**config.mk**
```make
export PLATFORM = sky130hd
export DESIGN_NAME = reorder_buffer
export DESIGN_NICKNAME = d
export VERILOG_FILES = /design/src/rtl/reorder_buffer_pkg.sv /design/src/rtl/rob_entry_array.sv /design/src/rtl/reorder_buffer.sv
export SDC_FILE = /design/constraint.sdc
export NUM_CORES = 1
export LEC_CHECK = 0
export CAP_MARGIN = 30
export CORE_MARGIN = 5
export CORE_UTILIZATION = 32
export DETAILED_ROUTE_END_ITERATION = 10
export GPL_ROUTABILITY_DRIVEN = 0
export HOLD_SLACK_MARGIN = 0.08
export REMOVE_ABC_BUFFERS = 1
export SLEW_MARGIN = 15
export SYNTH_ARGS = -nofsm -noshare
export SYNTH_HDL_FRONTEND = slang
export SYNTH_HIERARCHICAL = 1
export SYNTH_SLANG_ARGS = --single-unit
```
**constraint.sdc**
```tcl
create_clock -name clk -period 14.87 [get_ports clk]
set_clock_uncertainty 0.15 [all_clocks]
set_input_delay 2.974 -clock clk [delete_from_list [all_inputs] [get_ports clk]]
set_output_delay 2.974 -clock clk [all_outputs]
set_load 0.02 [all_outputs]
```
**src/rtl/reorder_buffer_pkg.sv**
```systemverilog
// Shared constants and per-entry control record for the reorder buffer.
package reorder_buffer_pkg;

  localparam int unsigned DEPTH    = 8;
  localparam int unsigned REG_BITS = 5;
  localparam int unsigned CNT_BITS = 4;

  typedef struct packed {
    logic                busy;
    logic                ready;
    logic                mispredict;
    logic [REG_BITS-1:0] dest;
  } rob_ctrl_t;

endpackage

```
**src/rtl/rob_entry_array.sv**
```systemverilog
// Reorder buffer storage: allocation write port, CDB write port, retire clear, head read.
module rob_entry_array
  import reorder_buffer_pkg::*;
#(
  parameter int unsigned WIDTH = 31,
  parameter int unsigned ROB   = 2
) (
  input  logic                clk,
  input  logic                rst_n,
  input  logic                clear_all_i,
  input  logic                alloc_we_i,
  input  logic [ROB:0]        alloc_idx_i,
  input  logic [REG_BITS-1:0] alloc_dest_i,
  input  logic                cdb_we_i,
  input  logic [ROB:0]        cdb_idx_i,
  input  logic [WIDTH:0]      cdb_value_i,
  input  logic                cdb_mispredict_i,
  input  logic [WIDTH:0]      cdb_target_i,
  input  logic                retire_i,
  input  logic [ROB:0]        head_idx_i,
  output rob_ctrl_t           head_ctrl_o,
  output logic [WIDTH:0]      head_value_o,
  output logic [WIDTH:0]      head_target_o,
  output logic                cdb_busy_o
);

  rob_ctrl_t      ctrl_q   [DEPTH];
  logic [WIDTH:0] value_q  [DEPTH];
  logic [WIDTH:0] target_q [DEPTH];

  always_ff @(posedge clk or negedge rst_n) begin
    if (!rst_n) begin
      for (int i = 0; i < int'(DEPTH); i++) begin
        ctrl_q[i] <= '0;
      end
    end else if (clear_all_i) begin
      for (int i = 0; i < int'(DEPTH); i++) begin
        ctrl_q[i].busy  <= 1'b0;
        ctrl_q[i].ready <= 1'b0;
      end
    end else begin
      if (cdb_we_i) begin
        ctrl_q[cdb_idx_i].ready      <= 1'b1;
        ctrl_q[cdb_idx_i].mispredict <= cdb_mispredict_i;
      end
      if (retire_i) begin
        ctrl_q[head_idx_i].busy  <= 1'b0;
        ctrl_q[head_idx_i].ready <= 1'b0;
      end
      // The tail slot is never busy when allocation is allowed, so no port overlaps this one.
      if (alloc_we_i) begin
        ctrl_q[alloc_idx_i] <= '{busy: 1'b1, ready: 1'b0, mispredict: 1'b0, dest: alloc_dest_i};
      end
    end
  end

  always_ff @(posedge clk) begin
    if (cdb_we_i) begin
      value_q[cdb_idx_i]  <= cdb_value_i;
      target_q[cdb_idx_i] <= cdb_target_i;
    end
  end

  assign head_ctrl_o   = ctrl_q[head_idx_i];
  assign head_value_o  = value_q[head_idx_i];
  assign head_target_o = target_q[head_idx_i];
  assign cdb_busy_o    = ctrl_q[cdb_idx_i].busy;

endmodule

```
**src/rtl/reorder_buffer.sv**
```systemverilog
// Eight-entry in-order-retire reorder buffer with mispredict flush.
// Define ROB_CDB_BYPASS_EN to retire a head entry in the same cycle the CDB writes it.
module reorder_buffer
  import reorder_buffer_pkg::*;
#(
  parameter int unsigned WIDTH = 31,
  parameter int unsigned ROB   = 2
) (
  input  logic                clk,
  input  logic                rst_n,
  input  logic                alloc_valid,
  input  logic [REG_BITS-1:0] alloc_dest,
  output logic                alloc_ready,
  output logic [ROB:0]        alloc_tag,
  input  logic                cdb_valid,
  input  logic [ROB:0]        cdb_tag,
  input  logic [WIDTH:0]      cdb_result,
  input  logic                cdb_mispredict,
  input  logic [WIDTH:0]      cdb_target,
  output logic                commit_valid,
  output logic [REG_BITS-1:0] commit_dest,
  output logic [WIDTH:0]      commit_value,
  output logic                flush,
  output logic [WIDTH:0]      flush_pc
);

  localparam logic [ROB:0]          TagOne = 1;
  localparam logic [CNT_BITS-1:0]   CntOne = 1;
  localparam logic [CNT_BITS-1:0]   CntMax = CNT_BITS'(DEPTH);

  logic [ROB:0]          head_q, head_d, tail_q, tail_d;
  logic [CNT_BITS-1:0]   count_q, count_d;
  logic                  commit_valid_q, flush_q;
  logic [REG_BITS-1:0]   commit_dest_q;
  logic [WIDTH:0]        commit_value_q, flush_pc_q;

  rob_ctrl_t      head_ctrl;
  logic [WIDTH:0] head_value, head_target;
  logic           cdb_busy, bypass_hit, retire, retire_mp, flush_now, alloc_fire, cdb_fire;
  logic [WIDTH:0] retire_value, retire_target;

`ifdef ROB_CDB_BYPASS_EN
  assign bypass_hit = cdb_valid && (cdb_tag == head_q) && head_ctrl.busy;
`else
  assign bypass_hit = 1'b0;
`endif

  assign retire        = head_ctrl.busy && (head_ctrl.ready || bypass_hit);
  assign retire_mp     = bypass_hit ? cdb_mispredict : head_ctrl.mispredict;
  assign retire_value  = bypass_hit ? cdb_result : head_value;
  assign retire_target = bypass_hit ? cdb_target : head_target;
  assign flush_now     = retire && retire_mp;

  // Full is judged on the pre-commit count; a flush discards same-cycle alloc and CDB writes.
  assign alloc_ready = (count_q < CntMax);
  assign alloc_tag   = tail_q;
  assign alloc_fire  = alloc_valid && alloc_ready && !flush_now;
  assign cdb_fire    = cdb_valid && cdb_busy && !flush_now;

  rob_entry_array #(
    .WIDTH (WIDTH),
    .ROB   (ROB)
  ) u_entries (
    .clk              (clk),
    .rst_n            (rst_n),
    .clear_all_i      (flush_now),
    .alloc_we_i       (alloc_fire),
    .alloc_idx_i      (tail_q),
    .alloc_dest_i     (alloc_dest),
    .cdb_we_i         (cdb_fire),
    .cdb_idx_i        (cdb_tag),
    .cdb_value_i      (cdb_result),
    .cdb_mispredict_i (cdb_mispredict),
    .cdb_target_i     (cdb_target),
    .retire_i         (retire),
    .head_idx_i       (head_q),
    .head_ctrl_o      (head_ctrl),
    .head_value_o     (head_value),
    .head_target_o    (head_target),
    .cdb_busy_o       (cdb_busy)
  );

  always_comb begin
    head_d  = head_q;
    tail_d  = tail_q;
    count_d = count_q;
    if (flush_now) begin
      head_d  = '0;
      tail_d  = '0;
      count_d = '0;
    end else begin
      if (alloc_fire) tail_d = tail_q + TagOne;
      if (retire)     head_d = head_q + TagOne;
      unique case ({alloc_fire, retire})
        2'b10:   count_d = count_q + CntOne;
        2'b01:   count_d = count_q - CntOne;
        default: count_d = count_q;
      endcase
    end
  end

  always_ff @(posedge clk or negedge rst_n) begin
    if (!rst_n) begin
      head_q         <= '0;
      tail_q         <= '0;
      count_q        <= '0;
      commit_valid_q <= 1'b0;
      commit_dest_q  <= '0;
      commit_value_q <= '0;
      flush_q        <= 1'b0;
      flush_pc_q     <= '0;
    end else begin
      head_q         <= head_d;
      tail_q         <= tail_d;
      count_q        <= count_d;
      commit_valid_q <= retire;
      flush_q        <= flush_now;
      if (retire) begin
        commit_dest_q  <= head_ctrl.dest;
        commit_value_q <= retire_value;
      end
      if (flush_now) flush_pc_q <= retire_target;
    end
  end

  assign commit_valid = commit_valid_q;
  assign commit_dest  = commit_dest_q;
  assign commit_value = commit_value_q;
  assign flush        = flush_q;
  assign flush_pc     = flush_pc_q;

endmodule

```
==> impl_metrics.ini <==
[worst_setup_path]
r2r-end = u_entries/ctrl_q[13]
required_ns = 15.21
cp-end-kind = register
slowest_delay_ns = 0.74
r2r_start = head_q[2]
reg2reg_depth = 10
slowest_stage = and4b_4
cp.arrival_ns = 6.27
path_max_fanout = 35
regToRegSetupSlack_ns = 9.57
path_cells = clkdlybuf4s50_1 -> mux4_2 -> mux2_2 -> and3_1 -> and4b_4 -> buf_4 -> o22ai_1 -> a221oi_1
critPathKind = primary input to register
cp-start-kind = primary input

[sta]
slew_violations = 0
fin_crit_sh_pct = 39.9
setup_viol = 0
worst_slew_pin_slew_ns = 0.931
whs_ns = 0.323
max_freq_mhz = 169
slew_headroom_pct = 37.9
rsz0062_at_grt = false
setup_tns_ns = 0
hold_viol = 0
min_period_ns = 5.93

[drt]
via_per_inst = 4.83
drc = 0
routedWlPerCell_um = 22.2
wl_um = 57900
drt_pre_antenna_iters = 5
initialDrtViolationCount = 759
drtAntennaViolNets = 0
via_count = 12600

[floorplan]
die_y_um = 293
ios = 152
die_w_um = 293
rows = 103
dieArea_sq_um = 85600
initial_core_util_pct = 32.3
core_area_sq_um = 79100

[clock_tree]
cts_resized = 0
cts_tree = built
cts_root_buffer = clkbuf_16
clk_latency_ns = 0.60
clockBufferDepth = 3
htree_levels = 3
cts_buffers = 70
holdBufCountCts = 0
post_cts_buffers = 0
clkTransAtPathRegs_ns = 0.06
cts_sinks = 657

[pwr]
pwr_density_cell_nw_per_um2 = 178
leakagePower_uw = 0.0106
ir_worst_vdd_mv = 0.0858

[job]
drv_cap = 0

[logic_synthesis]
async_flop_share_pct = 22.1
synthesis.area_sq_um = 25500
postSynthCellCount = 1321
syn_avg_cell_area_sq_um = 19.3
ys_warn_count = 6
synth-edff-count = 512
ys_types = 46
synth_ff_type = edfxtp_1
ys_seq_area_share_pct = 74.4
synth_seq_cells = 657

[placement]
place_area_sq_um = 28400
port_buffers = 151
dp_cells = 2479
dpl.hpwl_um = 34900

[grt]
antenna_found_initial = 10
grt_overflow_total = 0
grt_pass1_vias = 13800
grt_usage_pct = 13.5
grt_max_degree = 92
grt_pass1_wl_um = 88300

[layout]
nNetsFinal = 1585
multiInputGateArea_sq_um = 6260
n_fill_cell = 7180
final_cell_area_sq_um = 30800
syn_to_final_growth_pct = 20.7
drive_gt1_share_pct = 26.4
final_core_util_pct = 39.0
ff_latch_area_sq_um = 19000
final_cells = 2615

[worst_hold_path]
hold_end = commit_value[15]
min_path_type = register to register
min_from = commit_value[15]
hold_path_depth = 2

[run_status]
status = complete, no violations
-- registers in the layout, summed over array words and instances, names as in the netlist, 3 cells and up --
| signal | count |
|---|---|
| u_entries/ctrl_q | 64 |
| alloc_tag | 3 |
| u_entries/target_q | 256 |
| commit_value | 32 |
| u_entries/value_q | 256 |
| count_q | 4 |
| flush_pc | 32 |
| commit_dest | 5 |
| head_q | 3 |
-- cell type report --
class,instances,share of cell area (%)
clock inverter,34,1.29
multi-input combinational,587,20.3
tap,1050,4.26
sequential,657,61.7
timing repair buffer,178,6.10
clock buffer,94,6.17
inverter,10,0.122
antenna,5,0.0406
-- worst max path at each step --
stage | start | to
floorplan | head_q[1] | u_entries/ctrl_q[62]
global route | cdb_tag[0] | u_entries/ctrl_q[13]
CTS | cdb_tag[0] | u_entries/ctrl_q[13]
finish | cdb_tag[0] | u_entries/ctrl_q[13]
detailed placement | cdb_tag[0] | u_entries/ctrl_q[13]
global placement | cdb_tag[0] | u_entries/ctrl_q[13]
-- placed cells by master, fill, tap and decap left out, drive strengths merged, types with 4 or more instances in the layout --
master,instances
o221a,6
nor2b,5
bufinv,8
dfrtp,145
nand2,221
a21oi,8
ha,4
mux4,146
a31oi,6
o22ai,6
and2,4
nor2,11
clkinv,21
a221oi,6
nand2b,4
inv,14
clkbuf,94
edfxtp,512
buf,28
a21o,4
clkdlybuf4s50,150
mux2,113
o21ai,6
diode,5
-- synth_stat cells (3+ instances only) --
master    number  area (sq um)
nand2_1      221           830
a21oi_1        8          40.0
mux2_4         5          75.1
o22ai_1        6          37.5
a221oi_1       6          52.6
ha_1           4          50.1
buf_1          6          22.5
and2_1         4          25.0
nor2_1        11          41.3
buf_2         24           120
o21ai_0        6          30.0
a21o_1         4          30.0
nand2b_1       4          25.0
a31oi_1        6          37.5
mux4_2       146          3290
clkbuf_1      35           131
mux2_2       108          1220
inv_1          9          33.8
o221a_2        6          67.6
a22o_1         3          26.3
xor2_1         3          26.3
dfrtp_1      145          3630
and4b_1        3          30.0
edfxtp_1     512         15400
nor2b_1        5          31.3
-- metrics by stage --
step                      setup slack (ns)  power (uW)
after floorplan                      -2.36        3360
after global placement                8.39        3770
after detailed placement              8.24        3820
after CTS                             8.88        5580
after global routing                  8.67        5780
final                                 8.94        5490
-- kinds of logic after synthesis --
logic type / after synthesis / share of synthesized area (%)
DFF: 657 / 74.4
and+or+nand+nor: 263 / 4.32
muxes: 260 / 18.0
buffers and inverters: 77 / 1.31
AOI/OAI and AO/OA: 55 / 1.63
xor gates and xnor gates: 5 / 0.171
adders and majority gates: 4 / 0.196
-- layer usage --
layer / up-vias / track usage, % / part of all wire, %
li1: 5579 / - / -
met1: 6686 / 17.6 / 43
met2: 279 / 22.3 / 49
met3: 88 / 3.97 / 6.2
met4: 6 / 3.38 / 1.8
met5: - / 0 / 0.071
-- critical path: cells and delay by family --
| kind | cells | cell delay (ns) |
|---|---|---|
| AOI/OAI and AO/OA | 2 | 0.41 |
| buffers and inverters | 2 | 1.25 |
| muxes | 2 | 0.58 |
| and+or+nand+nor | 2 | 1.04 |
-- where the power goes --
group	switching, uW	leakage, uW	internal [uW]
clock network	693	0.00112	1040
registers	167	0.00646	2210
logic	687	0.00302	696
total	1550	0.0106	3950
Power figures use the tool's default switching activity.
